`config.mk`:
```
export PLATFORM = sky130hd
export DESIGN_NAME = acl_reg_sequencer
export DESIGN_NICKNAME = d
export VERILOG_FILES = /design/src/rtl/acl_reg_sequencer.sv
export SDC_FILE = /design/constraint.sdc
export NUM_CORES = 1
export LEC_CHECK = 0
export ABC_CLOCK_PERIOD_IN_PS = 7990
export CAP_MARGIN = 20
export CORE_ASPECT_RATIO = 1.2
export CORE_MARGIN = 2
export CORE_UTILIZATION = 50
export DETAILED_ROUTE_END_ITERATION = 8
export PLACE_DENSITY = 0.75
export SETUP_SLACK_MARGIN = 0.15
export SLEW_MARGIN = 30
export SYNTH_ARGS = -nofsm -noshare
export SYNTH_HDL_FRONTEND = slang
export SYNTH_SLANG_ARGS = --single-unit
export TNS_END_PERCENT = 5
```
`constraint.sdc`:
```
create_clock -name sys_clk -period 7.99 [get_ports sys_clk]
set_input_delay 0.799 -clock sys_clk [delete_from_list [all_inputs] [get_ports sys_clk]]
set_output_delay 0.799 -clock sys_clk [all_outputs]
set_load 0.01 [all_outputs]
```
`src/rtl/acl_reg_sequencer.sv`:
```
// acl_reg_sequencer
// Register sequencer sitting between board control logic and the SPI register
// master. After a startup delay it writes an init table of (addr, data) pairs,
// then repeatedly reads NUM_RD consecutive registers and publishes each complete
// frame atomically on sample_data with a one-cycle sample_valid strobe.
//
// Ports:
//   sys_clk, sys_rst        clock, synchronous active-high reset
//   enable                  polling permitted (checked only between frames)
//   reg_aw*/reg_w*/reg_b*   byte register write channels (address, data, response)
//   reg_ar*/reg_r*          byte register read channels (address, data)
//   sample_data             last complete frame, byte i = register RD_BASE+i
//   sample_valid            one-cycle pulse when sample_data is updated
//   init_done               all init writes have completed
//   resp_err                sticky, set by any nonzero bresp/rresp
//
// Optional build macro: ACL_SEQ_TIMEOUT_EN enables a watchdog that restarts the
// init sequence when a transaction stalls for TIMEOUT cycles.
module acl_reg_sequencer #(
  parameter int                     NUM_INIT   = 2,
  parameter logic [NUM_INIT*14-1:0] INIT_TABLE = {6'h27, 8'h00, 6'h2D, 8'h02},
  parameter logic [5:0]             RD_BASE    = 6'h08,
  parameter int                     NUM_RD     = 3,
  parameter int                     START_WAIT = 65535,
  parameter int                     POLL_WAIT  = 1000,
  parameter int                     TIMEOUT    = 4095
) (
  input  logic                  sys_clk,
  input  logic                  sys_rst,
  input  logic                  enable,
  output logic                  reg_awvalid,
  input  logic                  reg_awready,
  output logic [5:0]            reg_awaddr,
  output logic                  reg_wvalid,
  input  logic                  reg_wready,
  output logic [7:0]            reg_wdata,
  input  logic                  reg_bvalid,
  output logic                  reg_bready,
  input  logic [1:0]            reg_bresp,
  output logic                  reg_arvalid,
  input  logic                  reg_arready,
  output logic [5:0]            reg_araddr,
  input  logic                  reg_rvalid,
  output logic                  reg_rready,
  input  logic [7:0]            reg_rdata,
  input  logic [1:0]            reg_rresp,
  output logic [NUM_RD*8-1:0]   sample_data,
  output logic                  sample_valid,
  output logic                  init_done,
  output logic                  resp_err
);

  typedef enum logic [2:0] {
    WAIT_START, INIT_WR, INIT_B, POLL_AR, POLL_R, FRAME_OUT, POLL_IDLE
  } state_t;

  localparam logic [31:0] LP_START_WAIT = 32'(START_WAIT);
  localparam logic [31:0] LP_POLL_WAIT  = 32'(POLL_WAIT);
  localparam logic [3:0]  LP_LAST_INIT  = 4'(NUM_INIT - 1);
  localparam logic [3:0]  LP_LAST_RD    = 4'(NUM_RD - 1);

  state_t                r_state, w_state_next;
  logic [31:0]           r_cnt, w_cnt_next;
  logic [3:0]            r_idx, w_idx_next;
  logic [3:0]            r_rd_idx, w_rd_idx_next;
  logic                  r_aw_done, w_aw_done_next;
  logic                  r_w_done, w_w_done_next;
  logic                  r_ar_hold, w_ar_hold_next;
  logic [NUM_RD*8-1:0]   r_shadow, w_shadow_next;
  logic [NUM_RD*8-1:0]   r_sample_data, w_sample_data_next;
  logic                  r_sample_valid, w_sample_valid_next;
  logic                  r_init_done, w_init_done_next;
  logic                  r_resp_err, w_resp_err_next;

  // Init table unpacked into a fixed 16-entry array so a 4-bit index never
  // selects outside the array; unused slots read as zero.
  logic [13:0] w_init_entry [16];
  logic [13:0] w_cur_entry;

  generate
    for (genvar gi = 0; gi < 16; gi++) begin : g_init
      if (gi < NUM_INIT) begin : g_used
        assign w_init_entry[gi] = INIT_TABLE[(NUM_INIT-1-gi)*14 +: 14];
      end else begin : g_unused
        assign w_init_entry[gi] = '0;
      end
    end
  endgenerate

  assign w_cur_entry = w_init_entry[r_idx];

  logic w_in_wr;
  assign w_in_wr     = (r_state == INIT_WR);
  assign reg_awvalid = w_in_wr && !r_aw_done;
  assign reg_wvalid  = w_in_wr && !r_w_done;
  assign reg_awaddr  = w_in_wr ? w_cur_entry[13:8] : 6'h00;
  assign reg_wdata   = w_in_wr ? w_cur_entry[7:0]  : 8'h00;
  assign reg_bready  = (r_state == INIT_B);
  // enable only gates the start of a frame; once arvalid is up it is held
  // (r_ar_hold) until the slave accepts, even if enable drops meanwhile.
  assign reg_arvalid = (r_state == POLL_AR) && (enable || (r_rd_idx != 4'd0) || r_ar_hold);
  assign reg_araddr  = (r_state == POLL_AR) ? (RD_BASE + {2'b00, r_rd_idx}) : 6'h00;
  assign reg_rready  = (r_state == POLL_R);

  assign sample_data  = r_sample_data;
  assign sample_valid = r_sample_valid;
  assign init_done    = r_init_done;
  assign resp_err     = r_resp_err;

`ifdef ACL_SEQ_TIMEOUT_EN
  localparam logic [31:0] LP_TIMEOUT = 32'(TIMEOUT);
  logic [31:0] r_wdog, w_wdog_next;
  logic        w_wdog_run;
  // Waiting in POLL_AR for enable is not a slave stall, so the watchdog only
  // runs there while a read address is actually being offered.
  assign w_wdog_run = (r_state == INIT_WR) || (r_state == INIT_B) || (r_state == POLL_R) ||
                      ((r_state == POLL_AR) && reg_arvalid);
`endif

  always_comb begin
    w_state_next        = r_state;
    w_cnt_next          = r_cnt;
    w_idx_next          = r_idx;
    w_rd_idx_next       = r_rd_idx;
    w_aw_done_next      = r_aw_done;
    w_w_done_next       = r_w_done;
    w_ar_hold_next      = reg_arvalid && !reg_arready;
    w_shadow_next       = r_shadow;
    w_sample_data_next  = r_sample_data;
    w_sample_valid_next = 1'b0;
    w_init_done_next    = r_init_done;
    w_resp_err_next     = r_resp_err;

    case (r_state)
      WAIT_START: begin
        if (r_cnt + 32'd1 >= LP_START_WAIT) begin
          w_state_next = INIT_WR;
          w_cnt_next   = '0;
          w_idx_next   = '0;
        end else begin
          w_cnt_next = r_cnt + 32'd1;
        end
      end
      INIT_WR: begin
        w_aw_done_next = r_aw_done || (reg_awvalid && reg_awready);
        w_w_done_next  = r_w_done  || (reg_wvalid  && reg_wready);
        if (w_aw_done_next && w_w_done_next) begin
          w_state_next   = INIT_B;
          w_aw_done_next = 1'b0;
          w_w_done_next  = 1'b0;
        end
      end
      INIT_B: begin
        if (reg_bvalid) begin
          if (reg_bresp != 2'b00) w_resp_err_next = 1'b1;
          if (r_idx == LP_LAST_INIT) begin
            w_init_done_next = 1'b1;
            w_state_next     = POLL_AR;
          end else begin
            w_idx_next   = r_idx + 4'd1;
            w_state_next = INIT_WR;
          end
        end
      end
      POLL_AR: begin
        if (reg_arvalid && reg_arready) w_state_next = POLL_R;
      end
      POLL_R: begin
        if (reg_rvalid) begin
          for (int i = 0; i < NUM_RD; i++) begin
            if (r_rd_idx == 4'(i)) w_shadow_next[i*8 +: 8] = reg_rdata;
          end
          if (reg_rresp != 2'b00) w_resp_err_next = 1'b1;
          if (r_rd_idx == LP_LAST_RD) begin
            // Publish the completed frame (including this last byte) so that
            // sample_data and sample_valid change together in FRAME_OUT.
            w_sample_data_next  = w_shadow_next;
            w_sample_valid_next = 1'b1;
            w_state_next        = FRAME_OUT;
          end else begin
            w_rd_idx_next = r_rd_idx + 4'd1;
            w_state_next  = POLL_AR;
          end
        end
      end
      FRAME_OUT: begin
        w_rd_idx_next = '0;
        w_cnt_next    = '0;
        w_state_next  = (POLL_WAIT == 0) ? POLL_AR : POLL_IDLE;
      end
      POLL_IDLE: begin
        if (r_cnt + 32'd1 >= LP_POLL_WAIT) begin
          w_state_next = POLL_AR;
          w_cnt_next   = '0;
        end else begin
          w_cnt_next = r_cnt + 32'd1;
        end
      end
      default: w_state_next = WAIT_START;
    endcase

`ifdef ACL_SEQ_TIMEOUT_EN
    // Cleared on every state change; expiry abandons the transaction and
    // restarts the init sequence without the startup delay.
    w_wdog_next = '0;
    if (w_wdog_run && (w_state_next == r_state)) begin
      if (r_wdog + 32'd1 >= LP_TIMEOUT) begin
        w_state_next     = INIT_WR;
        w_idx_next       = '0;
        w_rd_idx_next    = '0;
        w_cnt_next       = '0;
        w_aw_done_next   = 1'b0;
        w_w_done_next    = 1'b0;
        w_ar_hold_next   = 1'b0;
        w_shadow_next    = '0;
        w_init_done_next = 1'b0;
        w_resp_err_next  = 1'b1;
      end else begin
        w_wdog_next = r_wdog + 32'd1;
      end
    end
`endif
  end

  always_ff @(posedge sys_clk) begin
    if (sys_rst) begin
      r_state        <= WAIT_START;
      r_cnt          <= '0;
      r_idx          <= '0;
      r_rd_idx       <= '0;
      r_aw_done      <= 1'b0;
      r_w_done       <= 1'b0;
      r_ar_hold      <= 1'b0;
      r_shadow       <= '0;
      r_sample_data  <= '0;
      r_sample_valid <= 1'b0;
      r_init_done    <= 1'b0;
      r_resp_err     <= 1'b0;
`ifdef ACL_SEQ_TIMEOUT_EN
      r_wdog         <= '0;
`endif
    end else begin
      r_state        <= w_state_next;
      r_cnt          <= w_cnt_next;
      r_idx          <= w_idx_next;
      r_rd_idx       <= w_rd_idx_next;
      r_aw_done      <= w_aw_done_next;
      r_w_done       <= w_w_done_next;
      r_ar_hold      <= w_ar_hold_next;
      r_shadow       <= w_shadow_next;
      r_sample_data  <= w_sample_data_next;
      r_sample_valid <= w_sample_valid_next;
      r_init_done    <= w_init_done_next;
      r_resp_err     <= w_resp_err_next;
`ifdef ACL_SEQ_TIMEOUT_EN
      r_wdog         <= w_wdog_next;
`endif
    end
  end

endmodule

```
# After elaboration in Yosys (flattened, before gate mapping)
# Memory sizes are Yosys's and may differ from the RTL's.
# Cells that the tools add are included.
# word_totals
reg_bits	97
rom_bits	224
inputBits	20
output_inout_bits	52
word_cells	109
memories	1
# mem_list
name	depth	width	rd	rd_ports_with_merged_regs	write_ports	line	rtl
(no name shown)	16	14	1	0	0	90	assign w_cur_entry = w_init_entry[r_idx];
# classes
addsub	4
n_lt_le_gt_ge	3
n_eq_ne	19
muxes	35
bitwise	3
n_reduce_logical	32
# op_table
operator	n
32-bit one-hot mux with 3 select lines	1
32-bit 2-to-1 mux	2
32-bit by 1-bit adder with 32-bit output (second input constant)	1
32-bit by 10-bit >= comparator with 1-bit output (second input constant)	1
32-bit by 16-bit >= comparator with 1-bit output (second input constant)	1
8-bit 2-to-1 mux	4
14-bit 2-to-1 mux	2
3-bit 2-to-1 mux	7
3-bit one-hot mux with 7 select lines	1
4-bit 2-to-1 mux	5
4-bit one-hot mux with 2 select lines	2
2-bit != test (second input constant)	6
2-bit nonzero test	5
3-bit == test (second input constant)	3
3-bit AND reduction	3
4-bit by 1-bit adder with 4-bit output (second input constant)	2
4-bit by 1-bit == test with 1-bit output (second input constant)	2
1-bit logical AND	8
2-bit by 1-bit != test with 1-bit output (second input constant)	4
1-bit 2-to-1 mux	7
3-bit by 2-bit == test with 1-bit output (second input constant)	2
6-bit 2-to-1 mux	1
6-bit AND reduction	1
4-bit by 4-bit adder with 5-bit output (first input constant)	1
18 further kinds	24

# Longest topological paths before layout
# Gate-level depths: netlist of the first run.
# logic_depth
word_depth	7
mapped_depth	12
mapped_depth_nobuf	9

# Least setup slack after synthesis of the first run
# OpenSTA, ideal clock, no wires.
# synth_path
path_type	reg-to-reg
from	register r_cnt[1]
to	register r_state[1]
setup_time_ns	0.070
arrival_time_ns	2.849
t_required_ns	7.920
slack_ns	5.071
path_stages_with_launch	11
path_buffers	1
synth_period_minus_slack_ns	2.919
path_cell_list	dfxtp_1 ha_1 nand4_4 or3_1 buf_2 or4b_4 mux2_4 o22ai_4 a2111oi_4 or3_1 a21oi_1
# synth_via
elab_chain_len	4
elab_cells_between_ends	6
classes_between	add/sub (1); order compare (2); eq/ne (2); reduce/logical (1)
# synth_lines
item	line	rtl
start, declared	63	logic [31:0] r_cnt, w_cnt_next;
start signal, assigned	244	r_cnt <= w_cnt_next;
32-bit by 1-bit adder with 32-bit output *	136, 192	
32-bit by 10-bit >= comparator with 1-bit output / 32-bit by 16-bit >= comparator with 1-bit output (equally long branches)	192, 136	
2-bit != test (no line)	--	
6-bit AND reduction (no line) *	--	
end signal, assigned	243	r_state <= w_state_next;
end, declared	62	state_t r_state, w_state_next;
# Mark *: on every way between the ends. The rest lies on a longest branch, timed or not.
# A chain may end at the register's enable or synchronous reset.

# Final worst setup path of the first run
# layout_path
from	register r_rd_idx[0]
to	output port reg_arvalid
# layout_via
elab_chain_len	4
# layout_lines
item	line	rtl
start, declared	65	logic [3:0] r_rd_idx, w_rd_idx_next;
start signal, assigned	246	r_rd_idx <= w_rd_idx_next;
4-bit nonzero test	101	assign reg_arvalid = (r_state == POLL_AR) && (enable || (r_rd_idx != 4'd0) || r_ar_hold);
1-bit logical OR (2 in a row)	101	
1-bit logical AND	101	
end, declared	40	output logic reg_arvalid,
# Every way passes these cells.

==> summary.md, run 1 <==
| Metric | Value |
|---|---|
| Status | `finished, final reports clean` |
| Seq cells post-synth | `89` |
| Worst-Margin Slew | `0.808 ns` |
| Placed cells | `743` |
| Pin count of the biggest net entering global routing | `58` |
| FP Rows | `39` |
| Core area | `~0.0095 mm^2` |
| ANT nets after route | `0` |
| Post-synthesis cell type count | `between 60 and 70` |
| Largest area contributor in the netlist | `dfxtp_1` |
| WL per Instance | `~16 um` |
| Initial cell density of the core | `0.508` |
| Fin Setup TNS | `0 ns` |
| Die area | `0.0104 mm^2` |
| Setup repair bufs after CTS | `0` |
| GRT Overall Usage | `0.232` |
| PostCTS Resize Cnt | `0` |
| Path type of the worst min-delay path | `reg -> reg` |
| Syn Std Cell Area | `0.00481 mm^2` |
| Ratio of cells with drive above 1 in the final layout | `0.0613` |
| Vias in the first global route | `4194` |
| Fillers | `about 850` |
| Clk_skew | `0.00479 ns` |
| Gate Count Post-Synth | `between 600 and 700` |
| Fraction of registers with async set/reset | `0` |
| Final period utilization | `0.436` |
| Rel. slew slack | `0.461` |
| Max Freq | `287 MHz` |
| Arrival @ worst endpoint | `2.69 ns` |
| GRT overflow | `0` |
| I/O Buffers | `62` |
| Max H-tree Level | `3` |
| Max incr delay on CP | `about 0.5 ns` |
| Max Cap Viol | `0` |
| Initial antenna violation count | `0` |
| Startpoint types | `flop` |
| CTS buffer count | `9` |
| Final Slew Violations | `0` |
| Post-synth EDFFs | `0` |
| Final Non-Filler Cells | `759` |
| Nets@finish | `660` |
| Worst skew pair latency | `0.34 ns` |
| Min Tclk post-route | `3.49 ns` |
| Clk slew on worst S/H paths | `0.07 ns` |
| Routability cong. | `0.863` |
| Req. time, crit path | `7.19 ns` |
| Area delta synth->final | `17.5%` |
| Crit Path Class | `reg -> out` |
| Clk root buf | `clkbuf_16` |
| Fin. Hold Viols | `0` |
| Top post-synthesis cells by area | `dfxtp_1 (37%), nand2_1 (6.3%), nor2_1 (4.8%)` |
| CP Cell Sequence | `inv_1 -> ha_1 -> nand2_1 -> or3_1 -> and2_1 -> clkdlybuf4s50_1` |
| Worst ir drop on vdd | `between 0.1 and 0.15 mV` |
| Clock Path Buffers | `2` |
| Ports | `72` |
| PwrDens | `about 170 mW/mm^2` |
| RSZ-0062 raised after global routing | `false` |
| Vias | `4512` |
| Clock sink count | `89` |
| Pre-Repair DR Iteration Count | `4` |
| Pleak | `0.00203 uW` |
| Endpoints failing setup | `0` |
| Register area share after synthesis | `0.370` |
| Post-CTS Hold Buffers | `0` |
| CTS tree | `done` |
| Synth top area share | `0.370` |
| DIE HEIGHT | `111 um` |
| Drt total wl | `11.9 mm` |
| Global-route wire length before repair | `approximately 20 mm` |
| YS warnings | `0` |
| Syn avg cell area | `a little under 8 um^2` |
| Antenna cells | `0` |
| Via-per-instance ratio | `~5.9` |
| Worst path slowest cell | `clkdlybuf4s50_1` |
| CP max FO | `10` |
| Detailed placement HPWL | `just over 8 mm` |
| Drt drc | `0` |
| Die width | `93.6 um` |
| Top_reg_cell synth | `dfxtp_1` |
| Iter 0 DRT Violations | `236` |
| CP Capture Type | `primary output` |
==> through the flow <==
step	instance area [um^2]	hold WS, ns	util	worst slack, ns	power, uW
floorplan	4840	0.436	-	5.07	521
global route	5660	0.480	0.598	4.39	1010
CTS	5660	0.457	0.598	4.51	977
detailed placement	5360	0.447	0.566	4.64	548
global placement	5360	0.441	0.566	4.77	546
finish	5660	0.457	0.598	4.50	970
==> final timing paths <==
check               from     endpoint  slack (ns)  cells past startpoint
max          r_rd_idx[0]  reg_arvalid        4.50                      6
min          r_shadow[9]  r_shadow[9]        0.46                      2
max reg2reg     r_cnt[1]   r_state[1]        4.60                     10
min reg2reg  r_shadow[9]  r_shadow[9]        0.46                      2
==> critical path: cells and delay by family, from the launching register on <==
family / cells / cell delay (ns)
adders and majority gates: 1 / 0.40
buffers and inverters: 2 / 0.62
DFF: 1 / 0.37
and+or+nand+nor: 3 / 0.95
==> Yosys cell counts, drive strengths merged (9+ instances only) <==
cell type and number:
dfxtp 89, nand2 82, nor2 62, nand3 38, clkbuf 34, a21oi 31, buf 26, and3 22
mux2i 21, o21ai 17, nor3 16, nand4 13, nor4 12, a211oi 11, a311oi 11, inv 10
and2 9, ha 9, xnor2 9
==> cell type report <==
type	count	area, um^2	share of cell area
clock buffer	9	225	0.0398
inverter	10	37.5	0.00663
tap	123	154	0.0272
multi-input combinational	454	2730	0.482
sequential	89	1780	0.315
timing repair buffer	67	653	0.115
clock inverter	7	77.6	0.0137
==> registers in the layout (all words and copies together), names as in the netlist <==
| register | count |
|---|---|
| r_cnt | 32 |
| sample_data | 24 |
| r_shadow | 16 |
| r_idx | 4 |
| r_rd_idx | 4 |
| r_state | 3 |
| init_done | 1 |
| r_ar_hold | 1 |
| r_aw_done | 1 |
| r_w_done | 1 |
| resp_err | 1 |
| sample_valid | 1 |
==> layer usage <==
layer / GRT usage / vias to the layer above / part of all wire
li1: - / 2188 / -
met1: 0.292 / 2161 / 0.43
met2: 0.385 / 144 / 0.49
met3: 0.0582 / 19 / 0.062
met4: 0.0812 / 0 / 0.016
met5: 0 / - / 0
==> where the power goes <==
part	internal, uW	total (uW)	switching, uW
Combinational	34.3	80.1	45.8
Sequential	448	458	10.3
Clock	246	432	186
==> cells by family (layout without fill, tap and decap cells) <==
family	count (synthesis)	after routing	synth area share
other	1	9	0.000779
multiplexers	23	23	0.0491
buffers and inverters	70	93	0.0697
AND/OR/NAND/NOR	287	287	0.298
AO/OA/AOI/OAI	111	111	0.162
XOR/XNOR	15	15	0.0273
flip-flops	89	89	0.370
adder cells (fa/ha/maj)	9	9	0.0234
==> placed cells by master, fill, tap and decap left out, drive strengths merged, types with 5 or more instances in the layout <==
cell type / count
mux2i: 21
nand2b: 5
ha: 9
clkbuf: 9
dfxtp: 89
a311oi: 11
nor2: 62
nor3: 16
a21oi: 31
nor4: 12
inv: 13
clkdlybuf4s50: 61
and3: 22
xnor2: 9
o211ai: 7
or3: 7
a211oi: 11
nand4: 13
and2: 9
nand2: 82
xor2: 6
nand3: 38
o22ai: 6
buf: 6
conb: 9
o21ai: 17
Note: power is estimated with default switching activity, not from simulation.
==> run 2, diff against run 1 <==
--- a/config.mk
+++ b/config.mk
@@ -5,7 +5,7 @@
 export SDC_FILE = /design/constraint.sdc
 export NUM_CORES = 1
 export LEC_CHECK = 0
-export ABC_CLOCK_PERIOD_IN_PS = 7990
+export ABC_CLOCK_PERIOD_IN_PS = 3350
 export CAP_MARGIN = 20
 export CORE_ASPECT_RATIO = 1.2
 export CORE_MARGIN = 2
==> constraint.sdc (replaced) <==
create_clock -name sys_clk -period 3.35 [get_ports sys_clk]
set_input_delay 0.335 -clock sys_clk [delete_from_list [all_inputs] [get_ports sys_clk]]
set_output_delay 0.335 -clock sys_clk [all_outputs]
set_load 0.01 [all_outputs]
==> run 2 against run 1 <==
Clock skew rose by 0.0036 ns. Utilization rose by 1.7 points. Routed wire length rose by 4.2%. Flip-flop and latch count did not move. Largest cell class unchanged.
==> summary.md, run 2 (synthesis gave the netlist of run 1 again) <==
| Metric | Value |
|---|---|
| Most frequent cells in the layout | `dfxtp_1 (86), nand2_1 (81), clkdlybuf4s50_1 (61), nor2_1 (60), nand3_1 (37)` |
| Worst-Margin Slew | `0.601 ns (-0.207 ns)` |
| CTS buffer count | `9 (unchanged)` |
| RR Endpoint | `r_cnt[13]` |
| PwrDens | `415 mW/mm^2 (+140%)` |
| GRT overflow | `0 (unchanged)` |
| RSZ-0062 raised after global routing | `true` |
| Pin count of the biggest net entering global routing | `57 (-1.7%)` |
| Pleak | `0.00212 uW (+4.1%)` |
| Req. time, crit path | `3.61 ns (-3.58 ns)` |
| Status | `finished, final reports clean` |
| Clk_skew | `0.00840 ns (+0.00361 ns)` |
| Antenna cells | `0 (unchanged)` |
| Die area | `0.0104 mm^2 (unchanged)` |
| CP Capture Type | `flop` |
| Reg2reg path depth | `9 (-1)` |
| Endpoints failing setup | `0 (unchanged)` |
| Pre-Repair DR Iteration Count | `5 (+1)` |
| Die width | `93.6 um (unchanged)` |
| DIE HEIGHT | `111 um (unchanged)` |
| FP Rows | `39 (unchanged)` |
| Post-CTS Hold Buffers | `0 (unchanged)` |
| Drt total wl | `12.4 mm (+4.2%)` |
| Ratio of cells with drive above 1 in the final layout | `0.0892 (+0.0279)` |
| Max Cap Viol | `0 (unchanged)` |
| Area delta synth->final | `20.8%` |
| Min Tclk post-route | `between 3 and 4 ns` |
| Worst ir drop on vdd | `0.277 mV (+140%)` |
| Via-per-instance ratio | `5.88 (-1.2%)` |
| Top reg by flops | `r_cnt` |
| Initial cell density of the core | `0.508 (unchanged)` |
| Hold depth | `2 (unchanged)` |
| Arrival @ worst endpoint | `3.33 ns (+0.64 ns)` |
| Vias | `4542 (+0.66%)` |
| CTS tree | `done` |
| Fin Setup TNS | `0 ns (unchanged)` |
| Vias in the first global route | `4267 (+1.7%)` |
| Detailed placement HPWL | `8.54 mm (+4.4%)` |
| GRT Overall Usage | `0.240 (+0.00821)` |
| Max Freq | `325 MHz` |
| Fin Hold WS | `0.457 ns (+0.000405 ns)` |
| Routability cong. | `0.915 (+6.0%)` |
| Final period utilization | `0.918` |
| Hold Crit Endpoint | `sample_data[20]` |
| Iter 0 DRT Violations | `344 (+46%)` |
| Final Power | `2410 uW (+150%)` |
| Rel. slew slack | `0.599 (+0.139)` |
| Clock Path Buffers | `2 (unchanged)` |
| Fillers | `835 (-1.6%)` |
| Global-route wire length before repair | `20.6 mm (+3.6%)` |
| Clk slew on worst S/H paths | `0.07 ns (about the same)` |
| Clock sink count | `89 (unchanged)` |
| Core area | `0.00947 mm^2 (unchanged)` |
| Hold path startpoint | `sample_data[20]` |
| Reg2reg start | `r_cnt[4]` |
| WL per Instance | `16.1 um (+2.3%)` |
| CP max FO | `11 (+1)` |
| Drt drc | `0 (unchanged)` |
| Startpoint types | `flop` |
| Commonest non-fill, non-tap cell in the layout | `dfxtp_1` |
| ANT nets after route | `0 (unchanged)` |
| Final Non-Filler Cells | `773 (+1.8%)` |
| Max reg flops | `32 (unchanged)` |
| Crit Path Class | `reg -> reg` |
| Path type of the worst min-delay path | `reg -> reg` |
| I/O Buffers | `62 (unchanged)` |
| Initial antenna violation count | `0 (unchanged)` |
| Ports | `72 (unchanged)` |
| Worst skew pair latency | `0.34 ns (about the same)` |
| R2r setup slk | `0.28 ns (-4.32 ns)` |
| Nets@finish | `674 (+2.1%)` |
| Clk root buf | `clkbuf_16` |
| Final Slew Violations | `0 (unchanged)` |
| Max H-tree Level | `3 (unchanged)` |
| Fin. Hold Viols | `0 (unchanged)` |
| Placed cells | `756 (+1.7%)` |
run 2: cell types whose count changed in the layout (fill, tap and decap cells not counted), sizes merged:
cell	before	now
buf	6	20
bufinv	1	2
clkbuf	9	10
clkinv	2	1
clkinvlp	1	0
run 2: critical path, cell delays in order, from the launching register on:
cell and delay [ns]:
dfxtp_1 0.53, nand3_2 0.21, or3_1 0.44, or4b_4 0.57, mux2_4 0.24, o22ai_4 0.08
a2111oi_4 0.38, buf_6 0.21, nand2_2 0.14, o22ai_1 0.20
run 2: metrics by stage:
step           instance area [um^2]   util  worst slack, ns
3_3_place_gp                   5450  0.576            0.255
2_1_floorplan                  4840      -            0.431
3_5_place_dp                   5450  0.576            0.112
4_1_cts                        5780  0.611            0.175
5_1_grt                        5810  0.614            0.102
6_report                       5810  0.614            0.276
run 2: layout make-up:
type,count,area (um^2),area share
clock inverters,6,97.6,0.0168
flip-flops and latches,89,1790,0.307
repair buffers,81,762,0.131
multi-input cells,454,2750,0.473
clock buffers,10,229,0.0394
inverters,10,37.5,0.00646
well taps,123,154,0.0265
run 2: metal layers:
metal / GRT usage / wire length, um
met5: 0 / 0
met4: 0.0831 / 222
met3: 0.0562 / 860
met2: 0.398 / 6080
met1: 0.306 / 5270
run 2: power breakdown:
group | switching (uW) | internal [uW] | total [uW] | leakage [uW]
Sequential | 28.6 | 1070 | 1100 | 0.000718
Clock | 443 | 666 | 1110 | 0.000160
Combinational | 112 | 91.3 | 203 | 0.00124
Total | 583 | 1830 | 2410 | 0.00212
run 2: what timing repair did:
action                                  4_1_cts  5_1_grt
gates resized for setup                       2        6
endpoints found under the setup margin        7       19
pin swaps                                     0        1
setup buffers                                 0        1
run 2: worst max path at each step:
stage | slack, ns | cells past startpoint | startpoint | endpoint
final | 0.28 | 9 | r_cnt[4] | r_cnt[13]
after global routing | 0.10 | 9 | r_cnt[4] | r_idx[2]
after CTS | 0.17 | 10 | r_cnt[0] | r_cnt[13]
after detailed placement | 0.11 | 10 | r_cnt[1] | r_cnt[13]
after global placement | 0.25 | 10 | r_cnt[1] | r_idx[2]
after floorplan | 0.43 | 10 | r_cnt[1] | r_state[1]
==> run 3, diff against run 2 <==
--- a/config.mk
+++ b/config.mk
@@ -10,8 +10,10 @@
 export CORE_ASPECT_RATIO = 1.2
 export CORE_MARGIN = 2
 export CORE_UTILIZATION = 50
+export CTS_CLUSTER_DIAMETER = 120
 export DETAILED_ROUTE_END_ITERATION = 8
 export PLACE_DENSITY = 0.75
+export REMOVE_ABC_BUFFERS = 1
 export SETUP_SLACK_MARGIN = 0.15
 export SLEW_MARGIN = 30
 export SYNTH_ARGS = -nofsm -noshare
==> run 3 against run 2 <==
Hold slack worse by 0.0032 ns. Clock-buffer cell count down 1. Critical path type unchanged. Clock power fell by 13%. Flip-flop and latch count unchanged. Worst setup slack improved by 0.0064 ns. First-iteration DRC count decreased by 27%. Sequential share of layout area rose by 0.34 points. Cell area down 1.0%. Via count decreased by 2.7%.
==> summary.md, run 3 (synthesis gave the netlist of run 1 again) <==
| Metric | Value |
|---|---|
| Hold path startpoint | `sample_data[17]` |
| FP Rows | `39 (unchanged)` |
| Reg2reg start | `r_cnt[2]` |
| Max H-tree Level | `3 (unchanged)` |
| Die area | `0.0104 mm^2 (unchanged)` |
| Crit Path Class | `reg -> reg` |
| Hold Crit Endpoint | `sample_data[17]` |
| Area delta synth->final | `19.6%` |
| Max Freq | `326 MHz (+0.21%)` |
| Clock sink count | `89 (unchanged)` |
| Min Tclk post-route | `3.07 ns (-0.00636 ns)` |
| WL per Instance | `15.1 um (-6.1%)` |
| Reg2reg path depth | `10 (+1)` |
| Switching Power | `588 uW (+0.84%)` |
| Antenna cells | `0 (unchanged)` |
| CTS tree | `done` |
| Drt drc | `0 (unchanged)` |
| Clk root buf | `clkbuf_16` |
| Iter 0 DRT Violations | `251 (-27%)` |
| Final Non-Filler Cells | `770 (-0.39%)` |
| Fin. Hold Viols | `0 (unchanged)` |
| PwrDens | `394 mW/mm^2 (-5.0%)` |
| Startpoint types | `flop` |
| GRT Overall Usage | `0.227 (-0.0133)` |
| Pleak | `0.00208 uW (-1.7%)` |
| GRT overflow | `0 (unchanged)` |
| Max reg flops | `32 (unchanged)` |
| Hold depth | `2 (unchanged)` |
| Max Cap Viol | `0 (unchanged)` |
| Die width | `93.6 um (unchanged)` |
| Clock Power Share | `0.426 (-0.034)` |
| Top reg by flops | `r_cnt` |
| I/O Buffers | `62 (unchanged)` |
| Rel. slew slack | `0.422 (-0.177)` |
| Routability cong. | `0.899 (-1.7%)` |
| RR Endpoint | `r_cnt[8]` |
| Vias | `4420 (-2.7%)` |
| Global-route wire length before repair | `19.6 mm (-5.1%)` |
| Placed cells | `753 (-0.40%)` |
| CP Capture Type | `flop` |
| Drt total wl | `11.6 mm (-6.5%)` |
| Pre-Repair DR Iteration Count | `5 (unchanged)` |
| R2r setup slk | `0.28 ns (about the same)` |
| Detailed placement HPWL | `8.19 mm (-4.1%)` |
| Ports | `72 (unchanged)` |
| Net Sw Frac | `0.260 (+0.0176)` |
| RSZ-0062 raised after global routing | `true` |
| ANT nets after route | `0 (unchanged)` |
| Via-per-instance ratio | `5.74 (-2.3%)` |
| CTS buffer count | `9 (unchanged)` |
| Clk_skew | `0.0104 ns (+0.00204 ns)` |
| Ratio of cells with drive above 1 in the final layout | `0.0881 (-0.00113)` |
| Pin count of the biggest net entering global routing | `57 (unchanged)` |
| Initial antenna violation count | `0 (unchanged)` |
| Clk slew on worst S/H paths | `0.07 ns (about the same)` |
| Req. time, crit path | `3.61 ns (about the same)` |
| Final period utilization | `0.916 (-0.00190)` |
| Status | `finished, final reports clean` |
| Nets@finish | `671 (-0.45%)` |
| Endpoints failing setup | `0 (unchanged)` |
| Commonest non-fill, non-tap cell in the layout | `dfxtp_1` |
| Combinational share of power | `0.090 (+0.006)` |
| DIE HEIGHT | `111 um (unchanged)` |
| Arrival @ worst endpoint | `3.33 ns (about the same)` |
| Clock Path Buffers | `2 (unchanged)` |
| Fin Setup TNS | `0 ns (unchanged)` |
| Vias in the first global route | `4231 (-0.84%)` |
| Path type of the worst min-delay path | `reg -> reg` |
| Final Slew Violations | `0 (unchanged)` |
| Initial cell density of the core | `0.508 (unchanged)` |
| Multi-input gate area | `0.00275 mm^2 (+0.14%)` |
| Worst-Margin Slew | `0.867 ns (+0.266 ns)` |
| Worst skew pair latency | `0.34 ns (about the same)` |
| Int Pwr | `1680 uW (-8.2%)` |
| Fillers | `855 (+2.4%)` |
| Reg area | `0.00179 mm^2 (about the same)` |
| Seq pwr share | `0.484 (+0.028)` |
| CP max FO | `9 (-2)` |
| Core area | `0.00947 mm^2 (unchanged)` |
| Worst ir drop on vdd | `0.268 mV (-3.2%)` |
| Utilization after layout | `0.608 (-0.00621)` |
| Most frequent cells in the layout | `dfxtp_1 (85), nand2_1 (81), nor2_1 (61), clkdlybuf4s50_1 (61), nand3_1 (37)` |
## run 3: cell count changes in the layout (fill, tap and decap cells not counted)
cell,delta
buf_4,-3
bufinv_16,-2
clkbuf_1,-1
clkinv_2,+1
clkinv_4,-1
clkinvlp_4,+2
dfxtp_1,-1
dfxtp_2,+1
inv_8,+1
nor2_1,+1
nor2_2,-1
nor4_1,-1
nor4_2,+1
## run 3: worst max-delay path by stage
| stage | endpoint | cells past startpoint | from | slack, ns |
|---|---|---|---|---|
| 2_1_floorplan | r_cnt[13] | 9 | r_cnt[1] | 0.15 |
| 3_3_place_gp | r_cnt[10] | 10 | r_cnt[1] | 0.24 |
| 3_5_place_dp | r_idx[2] | 9 | r_cnt[1] | 0.06 |
| 4_1_cts | r_cnt[4] | 10 | r_cnt[1] | 0.09 |
| 5_1_grt | r_cnt[8] | 10 | r_cnt[2] | 0.14 |
| 6_report | r_cnt[8] | 10 | r_cnt[2] | 0.28 |
## run 3: area by class of cell
cell class              instances  share of cell area
repair buffers                 78               0.128
multi-input cells             454               0.478
well taps                     123              0.0267
clock buffers                   9              0.0391
flip-flops and latches         89               0.310
clock inverters                 7              0.0104
inverters                      10             0.00652
## run 3: worst max-delay path: stages (launching register included)
cell	delay [ns]
dfxtp_1	0.51
and4_1	0.34
nand3_1	0.23
nor4_1	0.44
nand4b_1	0.16
a211o_1	0.39
a2111oi_4	0.43
buf_4	0.20
buf_4	0.12
nand3_1	0.08
o211ai_2	0.09
## run 3: power groups by stage
stage	sequential [uW]	combinational (uW)	clock, uW
after floorplan	1110	101	0
after global placement	1120	192	0
after detailed placement	1120	197	0
after CTS	1090	201	981
after global routing	1100	224	1030
final	1100	204	965
## run 3: metal layers
layer  vias to the layer above  GRT usage  share of wire
met5                         -          0              0
met4                         0     0.0783          0.019
met3                        17     0.0399          0.051
met2                       122      0.386           0.50
met1                      2072      0.289           0.43
li1                       2209          -              -
## run 3: stage by stage
step	total power, uW	worst slack, ns	hold slack, ns	instance area, um^2
3_3_place_gp	1310	0.243	0.441	5430
3_5_place_dp	1310	0.0636	0.447	5430
2_1_floorplan	1210	0.146	0.404	4550
4_1_cts	2280	0.0949	0.457	5730
5_1_grt	2360	0.140	0.473	5760
6_report	2270	0.282	0.454	5760
## run 3: what timing repair did
| action | CTS | global route |
|---|---|---|
| endpoints found under the setup margin | 10 | 20 |
| setup buffers | 1 | 0 |
| gates resized for setup | 1 | 8 |
| hold buffers | 0 | 0 |
| pin swaps | 1 | 1 |
